$ cat src/rtl/stopwatch_lap.sv
// stopwatch_lap: prescaled BCD stopwatch with a small lap buffer and recall
// browsing. Live time and the selected lap drive one FND 7-segment decoder
// per digit.
// Optional feature: define LAP_OVERWRITE_EN so that a record on a full
// buffer overwrites the oldest lap instead of being ignored.

`default_nettype none

module stopwatch_lap #(
  parameter  int TICK_DIV  = 5_000_000,
  parameter  int NUM_DIG   = 3,
  parameter  int LAP_DEPTH = 4,
  localparam int LW        = $clog2(LAP_DEPTH)
) (
  input  logic                 i_Clk,
  input  logic                 i_Rst,
  input  logic                 i_fStart,
  input  logic                 i_fStop,
  input  logic                 i_fRecord,
  input  logic                 i_fRecall,
  output logic [7*NUM_DIG-1:0] o_Live,
  output logic [7*NUM_DIG-1:0] o_Lap,
  output logic [LW-1:0]        o_LapIdx,
  output logic [LW:0]          o_LapCnt,
  output logic                 o_fFull,
  output logic                 o_fOvf,
  output logic [1:0]           o_State
);

`ifdef LAP_OVERWRITE_EN
  localparam bit OVERWRITE = 1'b1;
`else
  localparam bit OVERWRITE = 1'b0;
`endif

  localparam int            PW      = (TICK_DIV > 1) ? $clog2(TICK_DIV) : 1;
  localparam logic [PW-1:0] PRE_END = PW'(TICK_DIV - 1);
  localparam logic [LW-1:0] LAST    = LW'(LAP_DEPTH - 1);
  localparam logic [LW:0]   DEPTH_C = (LW + 1)'(LAP_DEPTH);

  typedef enum logic [1:0] {
    IDLE  = 2'b00,
    RUN   = 2'b01,
    PAUSE = 2'b10
  } state_t;

  state_t state, state_nx;
  logic   running, armed;

  // Buttons, bit order: 0 start, 1 stop, 2 record, 3 recall (all active-low)
  logic [3:0] btn_raw, sync1, sync2, hist, press;
  logic       start_p, stop_p, rec_p, recall_p;

  logic [PW-1:0] presc;
  logic          tick;

  logic [3:0]           digit [NUM_DIG];
  logic [NUM_DIG:0]     carry;
  logic [4*NUM_DIG-1:0] snap;
  logic                 ovf;

  logic [4*NUM_DIG-1:0] lap_mem [LAP_DEPTH];
  logic [4*NUM_DIG-1:0] lap_view;
  logic [LW-1:0]        wr, rd, wr_next, rd_next;
  logic [LW:0]          cnt;
  logic                 full, rec_ok, recall_ok;

  assign btn_raw  = {i_fRecall, i_fRecord, i_fStop, i_fStart};
  assign press    = ~sync2 & hist;
  assign start_p  = press[0];
  assign stop_p   = press[1];
  assign rec_p    = press[2];
  assign recall_p = press[3];

  // Two-flop synchroniser plus history flop; reset to released so no false press
  always_ff @(posedge i_Clk or posedge i_Rst) begin
    if (i_Rst) begin
      sync1 <= '1;
      sync2 <= '1;
      hist  <= '1;
    end else begin
      sync1 <= btn_raw;
      sync2 <= sync1;
      hist  <= sync2;
    end
  end

  // FSM state register
  always_ff @(posedge i_Clk or posedge i_Rst) begin
    if (i_Rst) state <= IDLE;
    else       state <= state_nx;
  end

  // FSM next state: stop always returns to IDLE and wins over start
  always_comb begin
    state_nx = state;
    if (stop_p) begin
      state_nx = IDLE;
    end else if (start_p) begin
      case (state)
        IDLE:    state_nx = RUN;
        RUN:     state_nx = PAUSE;
        PAUSE:   state_nx = RUN;
        default: state_nx = IDLE;
      endcase
    end
  end

  // FSM outputs
  always_comb begin
    o_State = state;
    running = (state == RUN);
    armed   = (state != IDLE);
  end

  assign tick = running && (presc == PRE_END);

  // Prescaler advances only while running and wraps after each tick
  always_ff @(posedge i_Clk or posedge i_Rst) begin
    if (i_Rst)        presc <= '0;
    else if (stop_p)  presc <= '0;
    else if (running) presc <= (presc == PRE_END) ? '0 : presc + 1'b1;
  end

  // Carry chain: carry[k] is high when every digit below k reads 9
  always_comb begin
    logic all_nine;
    all_nine = 1'b1;
    snap     = '0;
    carry    = '0;
    for (int k = 0; k < NUM_DIG; k++) begin
      carry[k]         = all_nine;
      all_nine         = all_nine && (digit[k] == 4'd9);
      snap[4*k +: 4]   = digit[k];
    end
    carry[NUM_DIG] = all_nine;
  end

  // BCD digit cascade, cleared whenever the FSM enters IDLE
  always_ff @(posedge i_Clk or posedge i_Rst) begin
    if (i_Rst) begin
      for (int k = 0; k < NUM_DIG; k++) digit[k] <= 4'd0;
    end else if (stop_p) begin
      for (int k = 0; k < NUM_DIG; k++) digit[k] <= 4'd0;
    end else if (tick) begin
      for (int k = 0; k < NUM_DIG; k++) begin
        if (carry[k]) digit[k] <= (digit[k] == 4'd9) ? 4'd0 : digit[k] + 4'd1;
      end
    end
  end

  // Sticky wrap flag, set when the whole counter rolls over
  always_ff @(posedge i_Clk or posedge i_Rst) begin
    if (i_Rst)                        ovf <= 1'b0;
    else if (stop_p)                  ovf <= 1'b0;
    else if (tick && carry[NUM_DIG])  ovf <= 1'b1;
  end

  assign full      = (cnt == DEPTH_C);
  assign rec_ok    = rec_p && !stop_p && armed && (!full || OVERWRITE);
  assign recall_ok = recall_p && !rec_ok && (cnt != '0);
  assign wr_next   = (wr == LAST) ? '0 : wr + 1'b1;
  assign rd_next   = (({1'b0, rd} + (LW + 1)'(1)) == cnt) ? '0 : rd + 1'b1;

  // Lap buffer: record captures the pre-tick digits and points the reader at it
  always_ff @(posedge i_Clk or posedge i_Rst) begin
    if (i_Rst) begin
      for (int i = 0; i < LAP_DEPTH; i++) lap_mem[i] <= '0;
      wr  <= '0;
      rd  <= '0;
      cnt <= '0;
    end else if (stop_p) begin
      for (int i = 0; i < LAP_DEPTH; i++) lap_mem[i] <= '0;
      wr  <= '0;
      rd  <= '0;
      cnt <= '0;
    end else if (rec_ok) begin
      lap_mem[wr] <= snap;
      wr          <= wr_next;
      rd          <= wr;
      if (!full) cnt <= cnt + 1'b1;
    end else if (recall_ok) begin
      rd <= rd_next;
    end
  end

  // Registered lap view follows the read pointer one edge later
  always_ff @(posedge i_Clk or posedge i_Rst) begin
    if (i_Rst)            lap_view <= '0;
    else if (cnt == '0)   lap_view <= '0;
    else                  lap_view <= lap_mem[rd];
  end

  assign o_LapIdx = rd;
  assign o_LapCnt = cnt;
  assign o_fFull  = full;
  assign o_fOvf   = ovf;

  for (genvar k = 0; k < NUM_DIG; k++) begin : g_dig
    fnd u_live (.bcd(digit[k]),            .seg(o_Live[7*k +: 7]));
    fnd u_lap  (.bcd(lap_view[4*k +: 4]),  .seg(o_Lap[7*k +: 7]));
  end

endmodule

// fnd: BCD to 7-segment decoder, segments {g,f,e,d,c,b,a}, active high
module fnd (
  input  logic [3:0] bcd,
  output logic [6:0] seg
);

  // Lookup of the segment pattern; non-BCD codes blank the digit
  always_comb begin
    case (bcd)
      4'd0:    seg = 7'h3F;
      4'd1:    seg = 7'h06;
      4'd2:    seg = 7'h5B;
      4'd3:    seg = 7'h4F;
      4'd4:    seg = 7'h66;
      4'd5:    seg = 7'h6D;
      4'd6:    seg = 7'h7D;
      4'd7:    seg = 7'h07;
      4'd8:    seg = 7'h7F;
      4'd9:    seg = 7'h6F;
      default: seg = 7'h00;
    endcase
  end

endmodule

`default_nettype wire

$ cat config.mk
export PLATFORM = sky130hd
export DESIGN_NAME = stopwatch_lap
export DESIGN_NICKNAME = d
export VERILOG_FILES = /design/src/rtl/stopwatch_lap.sv
export SDC_FILE = /design/constraint.sdc
export NUM_CORES = 1
export LEC_CHECK = 0
export ABC_AREA = 1
export CAP_MARGIN = 30
export CORE_UTILIZATION = 30
export CTS_CLUSTER_DIAMETER = 100
export CTS_CLUSTER_SIZE = 24
export DETAILED_ROUTE_END_ITERATION = 8
export HOLD_SLACK_MARGIN = 0.12
export SETUP_SLACK_MARGIN = 0.5
export SYNTH_ARGS = -nofsm -noshare
export SYNTH_HDL_FRONTEND = slang
export SYNTH_SLANG_ARGS = --single-unit
export TNS_END_PERCENT = 1
$ cat constraint.sdc
create_clock -name i_Clk -period 6.2 [get_ports i_Clk]
set_clock_uncertainty 0.05 [all_clocks]
set_input_delay 0.62 -clock i_Clk [delete_from_list [all_inputs] [get_ports i_Clk]]
set_output_delay 0.62 -clock i_Clk [all_outputs]
set_load 0.01 [all_outputs]
Word-level counts from Yosys, hierarchy flattened
Memories as Yosys holds them, arrays and structs flattened.
Index checks and enable logic that the tools add are counted.
Cells by class
  reduce and logical (&&, ||, !) cells: 29
  bitwise logic cells: 4
  add/sub/neg operators: 8
  multiplexer cells: 34
  equality and inequality tests: 10
  order comparisons: 3
Operators by type and width (number)
  $mux W48: 2
  $mux W12: 6
  $mux W23: 3
  $bwmux W48: 1
  $bmux W12 S2: 1
  $demux W12 S2: 1
  $add A23 B1 Y23 const B: 1
  $eq A23 B23 Y1 const B: 1
  $mux W4: 5
  $mux W2: 9
  $reduce_bool A2 Y1: 8
  $add A4 B1 Y4 const B: 3
  $eq A4 B4 Y1 const B: 3
  $logic_and A1 B1 Y1: 10
  $mux W3: 3
  $ge A3 B3 Y1 const B: 2
  $not A2 Y3: 2
  $reduce_and A2 Y1: 3
  $reduce_bool A3 Y1: 2
  $add A2 B1 Y2 const B: 2
  $and A4 B4 Y4: 1
  $eq A2 B2 Y1 const B: 2
  $not A4 Y4: 1
  $pmux W2 S2: 1
  12 further kinds: 15
Word-level totals
  output and inout port bits: 51
  memory bits (read-only): 672
  memories: 6
  word-level logic and storage cells: 111
  register bits after elaboration: 117
Memory list
  (name not given): depth 16, width 7, rd ports 1, clocked after memory_dff 0, write ports 0, line 214  | case (bcd)
  (name not given): depth 16, width 7, rd ports 1, clocked after memory_dff 0, write ports 0, line 214
  (name not given): depth 16, width 7, rd ports 1, clocked after memory_dff 0, write ports 0, line 214
  (name not given): depth 16, width 7, rd ports 1, clocked after memory_dff 0, write ports 0, line 214
  (name not given): depth 16, width 7, rd ports 1, clocked after memory_dff 0, write ports 0, line 214
  (name not given): depth 16, width 7, rd ports 1, clocked after memory_dff 0, write ports 0, line 214

Longest topological paths before layout
  word-level depth: 12
  mapped depth: 11

Hierarchy
A second synthesis with hierarchy kept.
Unflattened totals
  cells, all modules: 914
  area, all modules: 6994.2 sq um
Modules (own cells, without submodules)
  stopwatch_lap: seq. area each 2942.8 sq um, area each 5642.9 sq um, cells an instance 656, times used 1
  fnd: seq. area each 0.0 sq um, area each 225.2 sq um, cells an instance 43, times used 6

Least setup slack after synthesis
No wires, ideal clock.
  kind: reg-to-output
  start: reg digit[8] (netlist bit)
  end: out o_Live[1]
  setup slack: 4276 ps
  arrival: 1254 ps
  data required time: 5530 ps
  stages on the path, launching flop included: 6
  buffers on the path: 0
  path through: dfrtp_1 inv_1 ha_1 nand2_1 inv_1 o21ai_0
Between the ends
  word-level cells in the longest chain between the ends: 1
RTL lines
  from (decl): line 57  | logic [3:0] digit [NUM_DIG];
  from (signal, indexed assignment): line 147  | if (carry[k]) digit[k] <= (digit[k] == 4'd9) ? 4'd0 : digit[k] + 4'd1;
  $mem_v2 Z16 W7
  to (decl): line 21  | output logic [7*NUM_DIG-1:0] o_Live,
Every way passes these cells.

Final worst setup path
  start: reg digit[2] (netlist bit)
  end: out o_Live[20]
Same word-level chain as after synthesis.

==> results.cfg <==
[run_status]
status = completed

[die]
chipWidth_um = 154.0
dieHeight_um = 154.0
ios = 57
fp.dieArea_um2 = 23710
fp-row-count = 55
start_util_pct = 30.60
core_area_um2 = 22640

[sta]
post-route-period-util_pct = 49.20
whs_ps = 306.0
fin_crit_ps = 3050
timing.final.max_slew_violations = 0
fin_tns_setup_ps = 0
clock.fmax_mhz = 327.8
final-hold-violation-count = 0
slew_headroom_pct = 36.35
rsz0062_at_grt = no
setup_viol = 0
worstMarginPinSlew_ps = 954.7

[placement]
dpl.hpwl_um = 10640
placed_cell_area_um2 = 7656
portBuffers = 56
gp_congestion = 0.7883
dpl.cell_count = 1168

[yosys]
synth-seq-cells = 117
syn_area_um2 = 6928
netlist-cell-type-count = 36
ys_seq_area_share_pct = 42.48
yosys_warnings = 0
async_flop_share_pct = 100.0
synthesis.nets = 913
synth_edf_count = 0
synth_cells = 860
synth.avg_cell_area_um2 = 8.056
synth-main-ff-cell = dfrtp_1

[cells_and_area]
drive_above_1_share_pct = 9.617
fin_cells = 1200
fin_nets = 955
final_core_util_pct = 36.33
finalInstanceArea_um2 = 8224
area_growth_pct = 18.71
n_antenna_cell = 0

[route]
ant_nets = 0
via_count = 5609
drc = 0
wl_um = 15510
drt_iter0_markers = 265
drt_first_pass_iters = 4
viasPerCell = 4.674
wl_per_cell_um = 12.93

[worst_hold_path]
holdPathStages = 0
min_path_type = flop to flop
min_from = sync1[3]$_DFF_PP1_
holdPathEnd = sync2[3]$_DFF_PP1_

[grt]
grt_start_max_net_pins = 66
overflow = 0
grt_pass1_wl_um = 26610
track_usage_pct = 13.94
antenna_found_initial = 0
grt_pass1_vias = 5386

[clock_tree]
cts-root-buf = clkbuf_16
post_cts_resized = 0
cts.clk_slew.worst_paths_ps = 60
clk_path_buf_depth = 2
post_cts_buffers = 0
numCtsBuffers = 17
cts_sinks = 117
clk_latency_ps = 420
htree_num_levels = 4
hold_buffers = 0
cts_tree = built

[setup_path]
rr_worst_depth = 9
critPathCaptureType = primary output
crit_chain = clkinv_1 > or2_2 > o21ai_0 > nand2_1 > nand2_1 > clkdlybuf4s50_1
crit_type = flop to primary output
crit_family = buffers and inverters
critPathMaxFanout = 10
crit_required_ps = 5530
r2r-start = sync2[1]$_DFF_PP1_
r2r_setup_slack_ps = 3560
cp_num_buf_inv = 2
timing.critical_path.mode_cell = nand2_1
cp.arrival_ps = 2380
max_stage_delay_ps = 540
slowest_stage = clkdlybuf4s50_1
worstReg2RegEnd = lap_mem[6]$_DFFE_PP0P_
startpoint_type = flop

[power]
ir_worst_vdd_uv = 195.0
powerDensity_nw_per_um2 = 295.1
p_leak_nw = 3.768

[flow_run]
maxCapViolCount = 0
layer usage:
layer | vias to the layer above | wire length [um] | GRT usage [%]
met4 | 0 | 128 | 3.857
met3 | 13 | 506 | 3.157
met2 | 87 | 7473 | 23.79
met1 | 2621 | 7403 | 17.60
met5 | - | 0 | 0
li1 | 2888 | - | -
report_power, final:
part | internal, mW | switching (mW) | leakage [nW]
clock | 0.566 | 0.370 | 0.263
sequential | 0.809 | 0.0551 | 1.58
combinational | 0.275 | 0.352 | 1.93
placed cells by master (no fill, tap or decap), types with 2 or more instances in the layout:
cell / n
a21oi_1: 34
buf_4: 2
o22ai_1: 19
nor2_2: 4
o211ai_1: 11
clkinvlp_4: 5
xnor2_1: 6
nor2_1: 51
dfrtp_1: 105
dfstp_2: 12
clkdlybuf4s50_1: 56
xor2_1: 14
o22ai_2: 10
nand2_1: 194
ha_1: 47
nand3_1: 78
or2_2: 7
clkbuf_16: 17
nand2_4: 5
nand3b_1: 2
nor3_1: 11
inv_6: 4
nor2_4: 3
clkinv_4: 2
inv_2: 4
o21ai_1: 27
nand2_2: 4
o21ai_0: 66
clkinv_1: 2
inv_1: 97
nand4_1: 5
Yosys cell counts (2+ instances only):
library cell | count | area, um2
nand3b_1 | 2 | 15.01
a21oi_1 | 34 | 170.2
o22ai_1 | 19 | 118.9
nand4_1 | 5 | 31.28
or2_2 | 7 | 43.79
buf_4 | 2 | 15.01
nand2_1 | 194 | 728.2
nor3_1 | 11 | 55.05
buf_1 | 3 | 11.26
clkinv_1 | 2 | 7.510
nand2_4 | 5 | 56.30
nor2_4 | 3 | 33.78
o21ai_1 | 27 | 135.1
inv_1 | 98 | 367.9
xnor2_1 | 6 | 52.55
xor2_1 | 14 | 122.6
buf_2 | 12 | 60.06
ha_1 | 47 | 588.1
nand3_1 | 78 | 390.4
o211ai_1 | 11 | 82.58
nor2_2 | 4 | 25.02
nand2_2 | 4 | 25.02
dfstp_2 | 12 | 315.3
clkbuf_1 | 11 | 41.29
o22ai_2 | 10 | 125.1
buf_6 | 7 | 78.83
nor2_1 | 51 | 191.4
o21ai_0 | 66 | 330.3
dfrtp_1 | 105 | 2628
inv_2 | 4 | 15.01
metrics by stage:
| step | setup slack, ps | total power, mW |
|---|---|---|
| 2_1_floorplan | 2449 | 1.260 |
| 3_3_place_gp | 3580 | 1.506 |
| 3_5_place_dp | 3538 | 1.509 |
| 4_1_cts | 3131 | 2.461 |
| 5_1_grt | 2951 | 2.584 |
| 6_report | 3150 | 2.427 |
kinds of logic after synthesis:
kind of cell               share of synthesized area (%)
xor gates and xnor gates                           2.528
and+or+nand+nor                                    23.89
buffers and inverters                              8.615
adders and majority gates                          8.488
DFF                                                42.48
AOI/OAI and AO/OA                                  14.00
state kept, by name (all words and copies together), names as in the netlist:
register  flops
digit        12
hist          4
o_LapCnt      3
wr            2
o_LapIdx      2
lap_view     12
sync1         4
o_fOvf        1
presc        23
lap_mem      48
o_State       2
sync2         4
how the worst max path moves through the flow:
stage	depth (start not counted)	from	slack, ps	to
detailed placement	9	sync2[1]$_DFF_PP1_	3540	lap_mem[6]$_DFFE_PP0P_
global route	7	digit[8]$_DFFE_PP0P_	2950	o_Live[4]
finish	6	digit[2]$_DFFE_PP0P_	3150	o_Live[20]
global placement	6	digit[2]$_DFFE_PP0P_	3580	o_Live[20]
floorplan	1	i_Rst	2450	digit[0]$_DFFE_PP0P_
CTS	6	digit[2]$_DFFE_PP0P_	3130	o_Live[20]
area by class of cell:
cell class	instances	area (um2)
Timing Repair Buffer	58	575.6
Clock buffer	19	442.9
Multi-Input combinational cell	604	3388
Tap cell	285	356.6
Inverter	104	392.9
Clock inverter	13	125.1
Sequential cell	117	2943
Fill cell	2338	14420
Note: power is estimated with default switching activity, not from simulation.
